$ cat src/rtl/regfile_write_arbiter_if.sv
// Register-file write-port bundle: two writers (pipeline writeback A, mul/div B),
// long-op issue tracking, read-hazard queries and the RegisterFile write port.
interface regfile_write_arbiter_if #(
    parameter int DATA_W = 32,
    parameter int ADDR_W = 5
);
    logic              AValid;
    logic              AReady;
    logic [ADDR_W-1:0] AReg;
    logic [DATA_W-1:0] AData;

    logic              BValid;
    logic              BReady;
    logic [ADDR_W-1:0] BReg;
    logic [DATA_W-1:0] BData;

    logic              IssueValid;
    logic [ADDR_W-1:0] IssueReg;

    logic [ADDR_W-1:0] QueryReg1;
    logic [ADDR_W-1:0] QueryReg2;
    logic              Busy1;
    logic              Busy2;

    logic              RegWrite;
    logic [ADDR_W-1:0] WriteReg;
    logic [DATA_W-1:0] WriteData;

    // Requesters / hazard logic / register file side
    modport master (
        output AValid, AReg, AData,
        output BValid, BReg, BData,
        output IssueValid, IssueReg,
        output QueryReg1, QueryReg2,
        input  AReady, BReady, Busy1, Busy2,
        input  RegWrite, WriteReg, WriteData
    );

    // Arbiter side
    modport slave (
        input  AValid, AReg, AData,
        input  BValid, BReg, BData,
        input  IssueValid, IssueReg,
        input  QueryReg1, QueryReg2,
        output AReady, BReady, Busy1, Busy2,
        output RegWrite, WriteReg, WriteData
    );
endinterface

$ cat src/rtl/regfile_write_arbiter.sv
// Shares the single RegisterFile write port between the writeback stage (A, fixed
// priority) and the mul/div unit (B, forced through after MAX_WAIT lost cycles),
// and tracks which registers still await a long-latency result.
// DATA_W/ADDR_W must match the parameters of the connected interface instance.
module regfile_write_arbiter #(
    parameter int DATA_W   = 32,
    parameter int ADDR_W   = 5,
    parameter int MAX_WAIT = 4
) (
    input  logic                   clk,
    input  logic                   rst_n,
    regfile_write_arbiter_if.slave bus
);
    localparam int NREG = 1 << ADDR_W;

    logic [3:0]      waitCnt;
    logic            srcB;
    logic            starve;
    logic            grantA;
    logic            grantB;
    logic [NREG-1:0] pending;
    logic [NREG-1:0] pendingNext;

    // Grant decision: A wins unless B has lost MAX_WAIT cycles in a row
    always_comb begin
        starve = (waitCnt == 4'(MAX_WAIT));
        grantB = bus.BValid && (!bus.AValid || starve);
        grantA = bus.AValid && !grantB;
    end

    assign bus.AReady = grantA;
    assign bus.BReady = grantB;

    // Register 0 is never pending, so bit 0 of the scoreboard stays clear
    assign bus.Busy1 = pending[bus.QueryReg1];
    assign bus.Busy2 = pending[bus.QueryReg2];

    // Count consecutive cycles B waited; saturates so starve stays asserted until B wins
    always_ff @(posedge clk or negedge rst_n) begin
        if (!rst_n) begin
            waitCnt <= '0;
        end else if (!bus.BValid || grantB) begin
            waitCnt <= '0;
        end else if (!starve) begin
            waitCnt <= waitCnt + 4'd1;
        end
    end

    // Write-port register stage: the granted write is presented to RegisterFile next cycle
    always_ff @(posedge clk or negedge rst_n) begin
        if (!rst_n) begin
            bus.RegWrite  <= 1'b0;
            bus.WriteReg  <= '0;
            bus.WriteData <= '0;
            srcB          <= 1'b0;
        end else if (grantB) begin
            bus.RegWrite  <= (bus.BReg != '0);
            bus.WriteReg  <= bus.BReg;
            bus.WriteData <= bus.BData;
            srcB          <= 1'b1;
        end else if (grantA) begin
            bus.RegWrite  <= (bus.AReg != '0);
            bus.WriteReg  <= bus.AReg;
            bus.WriteData <= bus.AData;
            srcB          <= 1'b0;
        end else begin
            bus.RegWrite  <= 1'b0;
            srcB          <= 1'b0;
        end
    end

    // Next scoreboard: clear on the edge RegisterFile commits a B write, then apply a
    // new issue so that a same-index set wins (a newer long op is in flight)
    always_comb begin
        pendingNext = pending;
        if (bus.RegWrite && srcB) begin
            pendingNext[bus.WriteReg] = 1'b0;
        end
        if (bus.IssueValid) begin
            pendingNext[bus.IssueReg] = 1'b1;
        end
        pendingNext[0] = 1'b0;
    end

    // Scoreboard state
    always_ff @(posedge clk or negedge rst_n) begin
        if (!rst_n) begin
            pending <= '0;
        end else begin
            pending <= pendingNext;
        end
    end
endmodule

$ cat src/flat_wrapper.sv
// flat-port wrapper written by rule: the top's interface ports become plain ports
module regfile_write_arbiter_flat 
#(
    parameter int DATA_W   = 32,
    parameter int ADDR_W   = 5,
    parameter int MAX_WAIT = 4
)
  (clk, rst_n, bus_AValid, bus_AReg, bus_AData, bus_BValid, bus_BReg, bus_BData, bus_IssueValid, bus_IssueReg, bus_QueryReg1, bus_QueryReg2, bus_AReady, bus_BReady, bus_Busy1, bus_Busy2, bus_RegWrite, bus_WriteReg, bus_WriteData);
  regfile_write_arbiter_if #(.DATA_W(DATA_W), .ADDR_W(ADDR_W)) bus_i ();
  input  logic clk;
  input  logic rst_n;
  input wire logic [$bits(bus_i.AValid)-1:0] bus_AValid;
  input wire logic [$bits(bus_i.AReg)-1:0] bus_AReg;
  input wire logic [$bits(bus_i.AData)-1:0] bus_AData;
  input wire logic [$bits(bus_i.BValid)-1:0] bus_BValid;
  input wire logic [$bits(bus_i.BReg)-1:0] bus_BReg;
  input wire logic [$bits(bus_i.BData)-1:0] bus_BData;
  input wire logic [$bits(bus_i.IssueValid)-1:0] bus_IssueValid;
  input wire logic [$bits(bus_i.IssueReg)-1:0] bus_IssueReg;
  input wire logic [$bits(bus_i.QueryReg1)-1:0] bus_QueryReg1;
  input wire logic [$bits(bus_i.QueryReg2)-1:0] bus_QueryReg2;
  output wire logic [$bits(bus_i.AReady)-1:0] bus_AReady;
  output wire logic [$bits(bus_i.BReady)-1:0] bus_BReady;
  output wire logic [$bits(bus_i.Busy1)-1:0] bus_Busy1;
  output wire logic [$bits(bus_i.Busy2)-1:0] bus_Busy2;
  output wire logic [$bits(bus_i.RegWrite)-1:0] bus_RegWrite;
  output wire logic [$bits(bus_i.WriteReg)-1:0] bus_WriteReg;
  output wire logic [$bits(bus_i.WriteData)-1:0] bus_WriteData;
  assign bus_i.AValid = bus_AValid;
  assign bus_i.AReg = bus_AReg;
  assign bus_i.AData = bus_AData;
  assign bus_i.BValid = bus_BValid;
  assign bus_i.BReg = bus_BReg;
  assign bus_i.BData = bus_BData;
  assign bus_i.IssueValid = bus_IssueValid;
  assign bus_i.IssueReg = bus_IssueReg;
  assign bus_i.QueryReg1 = bus_QueryReg1;
  assign bus_i.QueryReg2 = bus_QueryReg2;
  assign bus_AReady = bus_i.AReady;
  assign bus_BReady = bus_i.BReady;
  assign bus_Busy1 = bus_i.Busy1;
  assign bus_Busy2 = bus_i.Busy2;
  assign bus_RegWrite = bus_i.RegWrite;
  assign bus_WriteReg = bus_i.WriteReg;
  assign bus_WriteData = bus_i.WriteData;
  regfile_write_arbiter #(.DATA_W(DATA_W), .ADDR_W(ADDR_W), .MAX_WAIT(MAX_WAIT)) u_core (.clk(clk), .rst_n(rst_n), .bus(bus_i));
endmodule
$ cat config.mk
export PLATFORM = sky130hd
export DESIGN_NAME = regfile_write_arbiter_flat
export DESIGN_NICKNAME = d
export VERILOG_FILES = /design/src/rtl/regfile_write_arbiter_if.sv /design/src/rtl/regfile_write_arbiter.sv /design/src/flat_wrapper.sv
export SDC_FILE = /design/constraint.sdc
export NUM_CORES = 1
export LEC_CHECK = 0
export BUFFER_PORTS_ARGS = -buffer_cell sky130_fd_sc_hd__buf_2
export CAP_MARGIN = 20
export CORE_UTILIZATION = 46
export DETAILED_ROUTE_END_ITERATION = 8
export PLACE_DENSITY = 0.87
export SYNTH_ARGS = -nofsm -noshare
export SYNTH_HDL_FRONTEND = slang
export SYNTH_SLANG_ARGS = --single-unit
export TNS_END_PERCENT = 5
$ cat constraint.sdc
create_clock -name clk -period 1.6 [get_ports clk]
set_input_delay 0 -clock clk [delete_from_list [all_inputs] [get_ports clk]]
set_output_delay 0 -clock clk [all_outputs]
set_load 0.005 [all_outputs]
==> results list, run 1 <==
- The flow ran to the end, but the final reports show violations.
* Violations in the final reports: negative setup slack
- Once detail routing completed, the nets flagged for antenna violations numbered 0.
- CTS root buf: sky130_fd_sc_hd__clkbuf_8
- Global-route wire length before repair: 23.2 mm
- Global route total overflow: 0
- In this run, distinct cell masters in the synthesized netlist total 34.
- 1st-pass router iterations: 5
- The clock drives 74 sinks.
- The H-tree was split into 3 levels.
- Headroom to the max-slew limit: 58.2%
- Average detailed-routed wire length per instance: 21.7 um
- Leakage power summed over all cells: 2.70 nW
- In this run the power density over the cells is 909 mW/mm^2.
- Max-cap check violation count: 0
- Area after detailed placement: 0.00485 mm^2
- The repair_antennas step left the layout with diodes totalling 0.
- Maximum buffer depth of the clock tree: 2
* Ratio of cells with drive above 1 in the final layout: 30.1%
- Synthesis produced a netlist with a net count of 486.
* Clk network pwr share: 30.6%
- Die extent in x: 96.1 um
- Req. time, crit path: 1.60 ns
- The max-slew violation count came to 0.
- Worst hold path class: in2reg
- Ordered list of cells on the worst path: mux4_2 -> nand2b_4 -> o2111ai_2 -> nand4_1 -> buf_2
* Finished layout cell area: 0.00598 mm^2
- In this run the cell area of the synthesized design comes to 0.00407 mm^2.
- For this run, the post-layout net count is 695.
* Post-placement worst setup slack: 0.0599 ns
- Worst-skew pair later-pin latency: 0.34 ns
- Relative to the synthesized area, the layout overhead comes to 46.8%.
- Subtracting the final worst setup slack from the clock period gives 1.75 ns.
- Of the available clock period, the critical path in the final layout requires 109%.
- Sequential cells were found to cover 45.5% of the synthesized design area.
* Number of global-route vias before repair: 4510
* Fill cell total of the finished layout: 510
* Yosys warns: 0
- Cts bufs inserted: 9
* Worst slew pin tran: 0.626 ns
- The biggest area contributor in the post-synthesis netlist is sky130_fd_sc_hd__dfrtp_1.
* Antenna violations before repair: 0
- Number of hold-slack violations in the final timing report: 0
* Drt initial violations: 291
- Global routing used 34.4% of the available tracks across all layers.
- Worst setup SP type: register
* PnR Total Power: 5.43 mW
- Finish-stage setup viols: 33
- Final hold analysis gives a worst-case slack of 0.0515 ns.
- After floorplanning, the core was divided into 33 placement rows.
* Ys async rst share: 100%
* Area of the core: 0.00838 mm^2
* Sequential cell fraction of total power: 43.8%
* Initial core utilization: 48.6%
- Category of the critical setup timing path: reg2out
- EDFF count, synth: 0
* Average cell area after synthesis: 10.4 um^2
- Final TNS setup: -1.69 ns
- Slowest-stage cell, CP: sky130_fd_sc_hd__mux4_2
- Maximum clock frequency: 571 MHz
* Yosys reg bits: 74
- TritonCTS built the clock tree.
* Internal power component: 3.83 mW
* Number of vias after detailed routing: 4430
- Net switching is 29.5% of the power.
- Endpoint kind of the worst setup timing path: output pin
- Per report_power, the combinational group accounts for 25.6% of the total.
* Largest voltage drop on the vdd net: 0.000537 V
- Wire length reported by the detailed router: 15.4 mm
- Final weighted congestion in routability-driven placement: 0.828
- Clock-pin slew was measured on the worst setup and hold paths at 0.08 ns.
- Leading cell types by total area after synthesis: sky130_fd_sc_hd__dfrtp_1 (45%), sky130_fd_sc_hd__mux2i_1 (14%), sky130_fd_sc_hd__a221o_1 (8.9%), sky130_fd_sc_hd__o21ai_0 (7.6%), sky130_fd_sc_hd__nor2_1 (4.4%)
* Largest net degree at the start of global routing: 49
- Routed vias/inst: 6.25
- After synthesis, the most frequently instantiated cells are sky130_fd_sc_hd__dfrtp_1 (74), sky130_fd_sc_hd__o21ai_0 (62), sky130_fd_sc_hd__mux2i_1 (56).
* DIE HEIGHT: 96.1 um
* Final cell count without fillers: 709
- In the routed design, unresolved DRC markers number 0.
- The most common cell in the synthesized netlist is sky130_fd_sc_hd__dfrtp_1.
- Of all nets on the critical path, the largest fanout is 3.
* Post-synthesis instance total: 390
- Placed wire-length estimate: 8.34 mm
* Top-level I/O count: 136
* Portion of synthesized cell area occupied by the leading cell type: 45.5%
* Switching power: 1.60 mW
- Final core utilization: 71.3%
* Cell count after placement: 614
- Arrival time of the worst setup path: 1.75 ns
* Skew final: 0.00686 ns
- The die covers 0.00923 mm^2.
- Setup repair after global routing could not meet its margin everywhere.
* Setup slack of the critical path after layout: -0.150 ns
- Most used flip-flop cell after synthesis: sky130_fd_sc_hd__dfrtp_1
* Max incr delay on CP: 0.51 ns
- Count of port buffers added during placement: 135
[area by class of cell]
| type | instances | area, um^2 | area share (%) |
|---|---|---|---|
| clock buffers | 12 | 155 | 2.60 |
| clock inverters | 4 | 73.8 | 1.23 |
| inverters | 4 | 15.0 | 0.251 |
| multi-input cells | 286 | 2110 | 35.3 |
| flip-flops and latches | 74 | 1850 | 31.0 |
| well taps | 105 | 131 | 2.20 |
| repair buffers | 224 | 1640 | 27.5 |
[power by group through the flow]
stage	logic, mW	clock network [mW]	registers [mW]
floorplan	0.650	0	2.32
global placement	1.04	0	2.36
detailed placement	1.10	0	2.39
CTS	1.30	1.66	2.36
global route	1.49	1.74	2.41
finish	1.39	1.66	2.38
[registers in the layout, indices dropped and copies added, names as in the netlist]
register	count
u_core.bus.WriteData	32
u_core.pending	31
u_core.waitCnt	4
u_core.bus.RegWrite	1
u_core.srcB	1
u_core.bus.WriteReg	5
[placed cells by master (no fill, tap or decap), types with 3 or more instances in the layout]
master / count
sky130_fd_sc_hd__a21oi_1: 7
sky130_fd_sc_hd__buf_12: 4
sky130_fd_sc_hd__inv_1: 4
sky130_fd_sc_hd__nor2b_1: 6
sky130_fd_sc_hd__buf_2: 134
sky130_fd_sc_hd__nand4_1: 3
sky130_fd_sc_hd__a22oi_1: 4
sky130_fd_sc_hd__mux2i_1: 56
sky130_fd_sc_hd__nand2_1: 8
sky130_fd_sc_hd__nor2_1: 48
sky130_fd_sc_hd__nand3_1: 12
sky130_fd_sc_hd__nand2b_4: 4
sky130_fd_sc_hd__dfrtp_1: 74
sky130_fd_sc_hd__a221o_1: 36
sky130_fd_sc_hd__o21ai_0: 62
sky130_fd_sc_hd__nand3b_1: 8
sky130_fd_sc_hd__clkbuf_8: 11
sky130_fd_sc_hd__a211oi_1: 3
sky130_fd_sc_hd__dlygate4sd3_1: 75
sky130_fd_sc_hd__mux4_2: 6
sky130_fd_sc_hd__or3_1: 3
sky130_fd_sc_hd__buf_4: 8
[cells by family (layout without fill, tap and decap cells)]
kind of cell,count (synthesis),count (layout),share of synthesized area [%]
AOI/OAI and AO/OA,118,118,19.8
adders and majority gates,2,2,0.615
DFF,74,74,45.5
xor gates and xnor gates,2,2,0.430
muxes,62,62,17.1
and+or+nand+nor,102,102,12.5
buffers and inverters,30,244,4.15
[worst paths after layout]
path	from	end	slack (ns)	cells past startpoint
min in group asynchronous	rst_n	u_core.pending[30]	0.23	2
setup / recovery	u_core.pending[23]	bus_Busy1	-0.15	5
hold reg to reg	u_core.pending[3]	u_core.pending[3]	0.54	2
setup reg to reg	u_core.waitCnt[0]	u_core.bus.WriteReg[4]	-0.11	7
hold / removal	bus_IssueReg[4]	u_core.pending[19]	0.05	3
max in group asynchronous	rst_n	u_core.bus.WriteData[6]	0.80	3
[repair_timing]
action / CTS / global route
endpoints found under the hold margin: 85 / 0
hold buffers: 75 / 0
cloned: 2 / 0
gates resized for setup: 8 / 4
pin swaps: 3 / 2
endpoints found under the setup margin: 4 / 41
setup buffers: 1 / 1
[worst max-delay path: cells and delay by family, from the launching register on]
| kind | cells | cell delay, ns |
|---|---|---|
| multiplexers | 1 | 0.51 |
| flip-flops | 1 | 0.41 |
| AND/OR/NAND/NOR | 2 | 0.26 |
| buffers and inverters | 1 | 0.14 |
| AO/OA/AOI/OAI | 1 | 0.09 |
[routing by layer]
metal	wire [um]	up-vias	share of wire (%)	GRT usage (%)
li1	-	1905	-	-
met2	7510	307	49	58.6
met1	5770	2149	38	39.6
met3	1340	69	8.7	7.66
met5	0	-	0	0
met4	770	0	5.0	20.4
Note: power is estimated with default switching activity, not from simulation.
==> run 2: changes to the inputs <==
--- a/config.mk
+++ b/config.mk
@@ -5,11 +5,12 @@
 export SDC_FILE = /design/constraint.sdc
 export NUM_CORES = 1
 export LEC_CHECK = 0
+export ABC_AREA = 1
 export BUFFER_PORTS_ARGS = -buffer_cell sky130_fd_sc_hd__buf_2
 export CAP_MARGIN = 20
-export CORE_UTILIZATION = 46
+export CORE_UTILIZATION = 45
 export DETAILED_ROUTE_END_ITERATION = 8
-export PLACE_DENSITY = 0.87
+export PLACE_DENSITY = 0.86
 export SYNTH_ARGS = -nofsm -noshare
 export SYNTH_HDL_FRONTEND = slang
 export SYNTH_SLANG_ARGS = --single-unit
==> run 2 against run 1 <==
Routed wire length is 25% higher. Die area is 1.7% lower. Non-clock buffer count is 5 higher. Sequential cell count stayed put. Sequential power is 2% higher. Synthesized cell count is 32% higher. The run still ends with negative setup slack left. Combinational power hardly changed. Critical path type is now reg2reg. Register-to-register slack worse by 0.05 ns.
==> results list, run 2 <==
* Headroom to the max-slew limit: 48.2% (-10 points)
* Global-route wire length before repair: 25.5 mm (+10%)
- The highest ir drop seen on vdd was 0.000676 V (+26%).
* Row count: 33 (unchanged)
* Max incr delay on CP: 0.38 ns (-0.13 ns)
- Clk pin slew, worst setup/hold paths: 0.08 ns (about the same)
- CTS tree: built
- Number of flip-flops under the largest register name: 32 (unchanged)
* Leading cell types by total area after synthesis: sky130_fd_sc_hd__dfrtp_1 (47%), sky130_fd_sc_hd__nand3_1 (18%), sky130_fd_sc_hd__nand2_1 (15%), sky130_fd_sc_hd__o21ai_0 (7.9%), sky130_fd_sc_hd__inv_1 (3.0%)
* # H-tree levels: 3 (unchanged)
* Cts bufs inserted: 9 (unchanged)
* Area after detailed placement: 0.00464 mm^2 (-4.3%)
* Finished layout cell area: 0.00588 mm^2 (-1.7%)
- Residual DRC count: 0 (unchanged)
- The cell area after synthesis is 0.00391 mm^2 (-3.9%).
- The total track usage was 37.5% (+3.1 points).
- The number of nets still failing antenna checks after routing was 0 (unchanged).
* Final TNS setup: -1.77 ns (-0.0713 ns)
* Clk sink count: 74 (unchanged)
- The total detailed-routing wirelength was 19.2 mm (+25%).
- Number of nets in the layout: 829 (+19%)
- The flow ran to the end, but the final reports show violations.
- The leakage power total is 2.93 nW (+8.5%).
* CTS root buf: sky130_fd_sc_hd__clkbuf_8
* Ys async rst share: 100% (unchanged)
- For this run, the leading register cell type out of synthesis is sky130_fd_sc_hd__dfrtp_1.
- The worst hold path belongs to the class in2reg.
* 1st-pass router iterations: 7 (+2)
* EDFF count, synth: 0 (unchanged)
- Average cell area after synthesis: 7.61 um^2 (-27%)
* Total inserted antenna cells: 0 (unchanged)
* Maximum clock frequency: 570 MHz (-0.32%)
- The overall die width was 95.3 um (-0.85%).
- Yosys reg bits: 74 (unchanged)
- Total die area: 0.00907 mm^2 (-1.7%)
* Number of global-route vias before repair: 4991 (+11%)
- The power per standard cell area was 937 mW/mm^2 (+3.1%).
* Final weighted congestion in routability-driven placement: 0.958 (+16%)
- Worst-skew pair later-pin latency: 0.38 ns (+0.04 ns)
- The count of buffer and inverter cells on the critical path came to 3 (+2).
* Placed wire-length estimate: 8.52 mm (+2.2%)
- STA classifies the critical path endpoint as a register.
* Worst setup SP type: register
- The maximum fanout count along the critical path came to 6 (+3).
* Register with the most flip-flops: u_core.bus.WriteData
- Skew final: 0.0219 ns (+0.0151 ns)
* Req. time, crit path: 1.77 ns (+0.17 ns)
- Dominant cell by count in the synthesized netlist: sky130_fd_sc_hd__nand2_1
- The critical path in this run is classified as reg2reg.
* Cell count after placement: 737 (+20%)
* Post-placement worst setup slack: 0.0650 ns (+0.00508 ns)
- Antenna violations before repair: 0 (unchanged)
- The final critical path time including I/O delays and setup was 1.76 ns (+0.00567 ns).
* Violations in the final reports: negative setup slack
- The count of final setup violators was 30 (-9.1%).
- Biggest regs: u_core.bus.WriteData (32), u_core.pending (31), u_core.bus.WriteReg (5)
- The arrival time reported for the critical path endpoint came to 1.93 ns (+0.18 ns).
- Counting instances in the post-synthesis netlist gives the leading cell types as sky130_fd_sc_hd__nand2_1 (155), sky130_fd_sc_hd__nand3_1 (144), sky130_fd_sc_hd__dfrtp_1 (74).
* Max-cap check violation count: 0 (unchanged)
- The total number of yosys warnings was 0 (unchanged).
- The maximum number of pins on one net before global-route repair was 43 (-12%).
- Leaving out fill and tap cells, the most frequent cells in the layout are sky130_fd_sc_hd__nand2_1 (143), sky130_fd_sc_hd__nand3_1 (134), sky130_fd_sc_hd__buf_2 (134).
* Area of the core: 0.00830 mm^2 (-0.99%)
* Ratio of cells with drive above 1 in the final layout: 27.6% (-2.5 points)
- Top-level I/O count: 136 (unchanged)
* Top cell family by delay on the critical path: simple AND/OR/NAND/NOR gates
- Sequential share of the synthesized area: 47.3% (+1.8 points)
- Number of vias after detailed routing: 5467 (+23%)
- Post-synth net total: 610 (+26%)
- Count of port buffers added during placement: 135 (unchanged)
* Min Hold Slack: 0.0474 ns (-0.00409 ns)
* Register-to-register setup slack: -0.16 ns (-0.05 ns)
* Post-synthesis instance total: 514 (+32%)
- Setup repair after global routing could not meet its margin everywhere.
* Global route total overflow: 0 (unchanged)
- Final cell count without fillers: 843 (+19%)
- The routed via count divided by cell count came to 6.49 (+3.8%).
- The starting density of the core is 47.2% (-1.4 points).
- Drt initial violations: 994 (+240%)
* Slowest-stage cell, CP: sky130_fd_sc_hd__dfrtp_1
- Synth cell types: 26 (-24%)
- Portion of the clock cycle consumed by the worst path in the final layout: 110% (+0.35 points)
- Ordered list of cells on the worst path: inv_1 -> ha_2 -> nand3_2 -> nand2_2 -> nand2_4 -> clkinv_8 -> buf_4 -> nand2_1 -> o211ai_1
- The maximum buffer depth of the clock tree came to 2 (unchanged).
* Portion of synthesized cell area occupied by the leading cell type: 47.3% (+1.8 points)
- Area grow syn2layout: 50.1%
- Cell accounting for the most synthesized area: sky130_fd_sc_hd__dfrtp_1
- The worst path setup slack after routing came to -0.156 ns (-0.00567 ns).
- The height of the die was 95.3 um (-0.85%).
- The max-slew violation count is 0 (unchanged).
* Number of hold-slack violations in the final timing report: 0 (unchanged)
- The actual transition at the worst max-transition pin is 0.776 ns (+0.149 ns).
- Average detailed-routed wire length per instance: 22.8 um (+5.1%)
- Leaving out fill and tap cells, the most frequent cell in the layout is sky130_fd_sc_hd__nand2_1.
[run 2: final cells by class]
| cell class | count | area (um^2) |
|---|---|---|
| Fill cell | 518 | 2420 |
| Multi-Input combinational cell | 383 | 1870 |
| Sequential cell | 74 | 1850 |
| Timing Repair Buffer | 229 | 1660 |
| Inverter | 35 | 144 |
| Tap cell | 105 | 131 |
| Clock buffer | 9 | 124 |
| Clock inverter | 7 | 93.8 |
| Timing Repair inverter | 1 | 8.76 |
[run 2: layer usage]
layer	track usage, %	wire, um	up-vias
li1	-	-	2161
met1	46.5	6300	2423
met2	60.2	8330	675
met3	9.49	3010	208
met4	19.4	1590	0
met5	0	0	-
[run 2: kinds of logic after synthesis]
family	after synthesis	share of synthesized area [%]
simple gates	310	35.1
xor+xnor	2	0.448
flops	74	47.3
buf+inv	57	7.22
fa+ha+maj	2	0.639
compound gates	69	9.24
[run 2: where the power goes]
part	internal [mW]	switching [mW]
registers	2.15	0.271
clock network	0.875	0.792
logic	0.590	0.829
[run 2: stage by stage]
stage,utilization (%),power [mW]
final,70.8,5.51
after detailed placement,56.0,3.42
after CTS,68.4,5.15
after global routing,70.8,5.65
after floorplan,-,2.93
after global placement,56.0,3.36
[run 2: what timing repair did]
action | CTS | global route
resized for setup | 3 | 27
endpoints found under the hold margin | 61 | 0
endpoints found under the setup margin | 1 | 34
cloned | 1 | 1
pin swaps | 0 | 6
setup buffers | 2 | 10
hold buffers | 76 | 0
[run 2: tightest hold or removal path, stage by stage]
cell and delay (ns):
sky130_fd_sc_hd__buf_2 0.15, sky130_fd_sc_hd__nand3_1 0.14, sky130_fd_sc_hd__o21ai_0 0.09
[run 2: path summary, 6_finish.rpt]
kind,end,depth (start not counted),startpoint
worst min register to register,u_core.bus.WriteData[26],2,u_core.bus.WriteData[26]
min in group asynchronous,u_core.bus.WriteData[26],2,rst_n
worst max register to register,u_core.bus.WriteReg[2],9,u_core.waitCnt[1]
worst min-delay path,u_core.pending[28],3,bus_IssueReg[3]
max in group asynchronous,u_core.bus.WriteData[5],3,rst_n
worst max-delay path,u_core.bus.WriteReg[2],9,u_core.waitCnt[1]
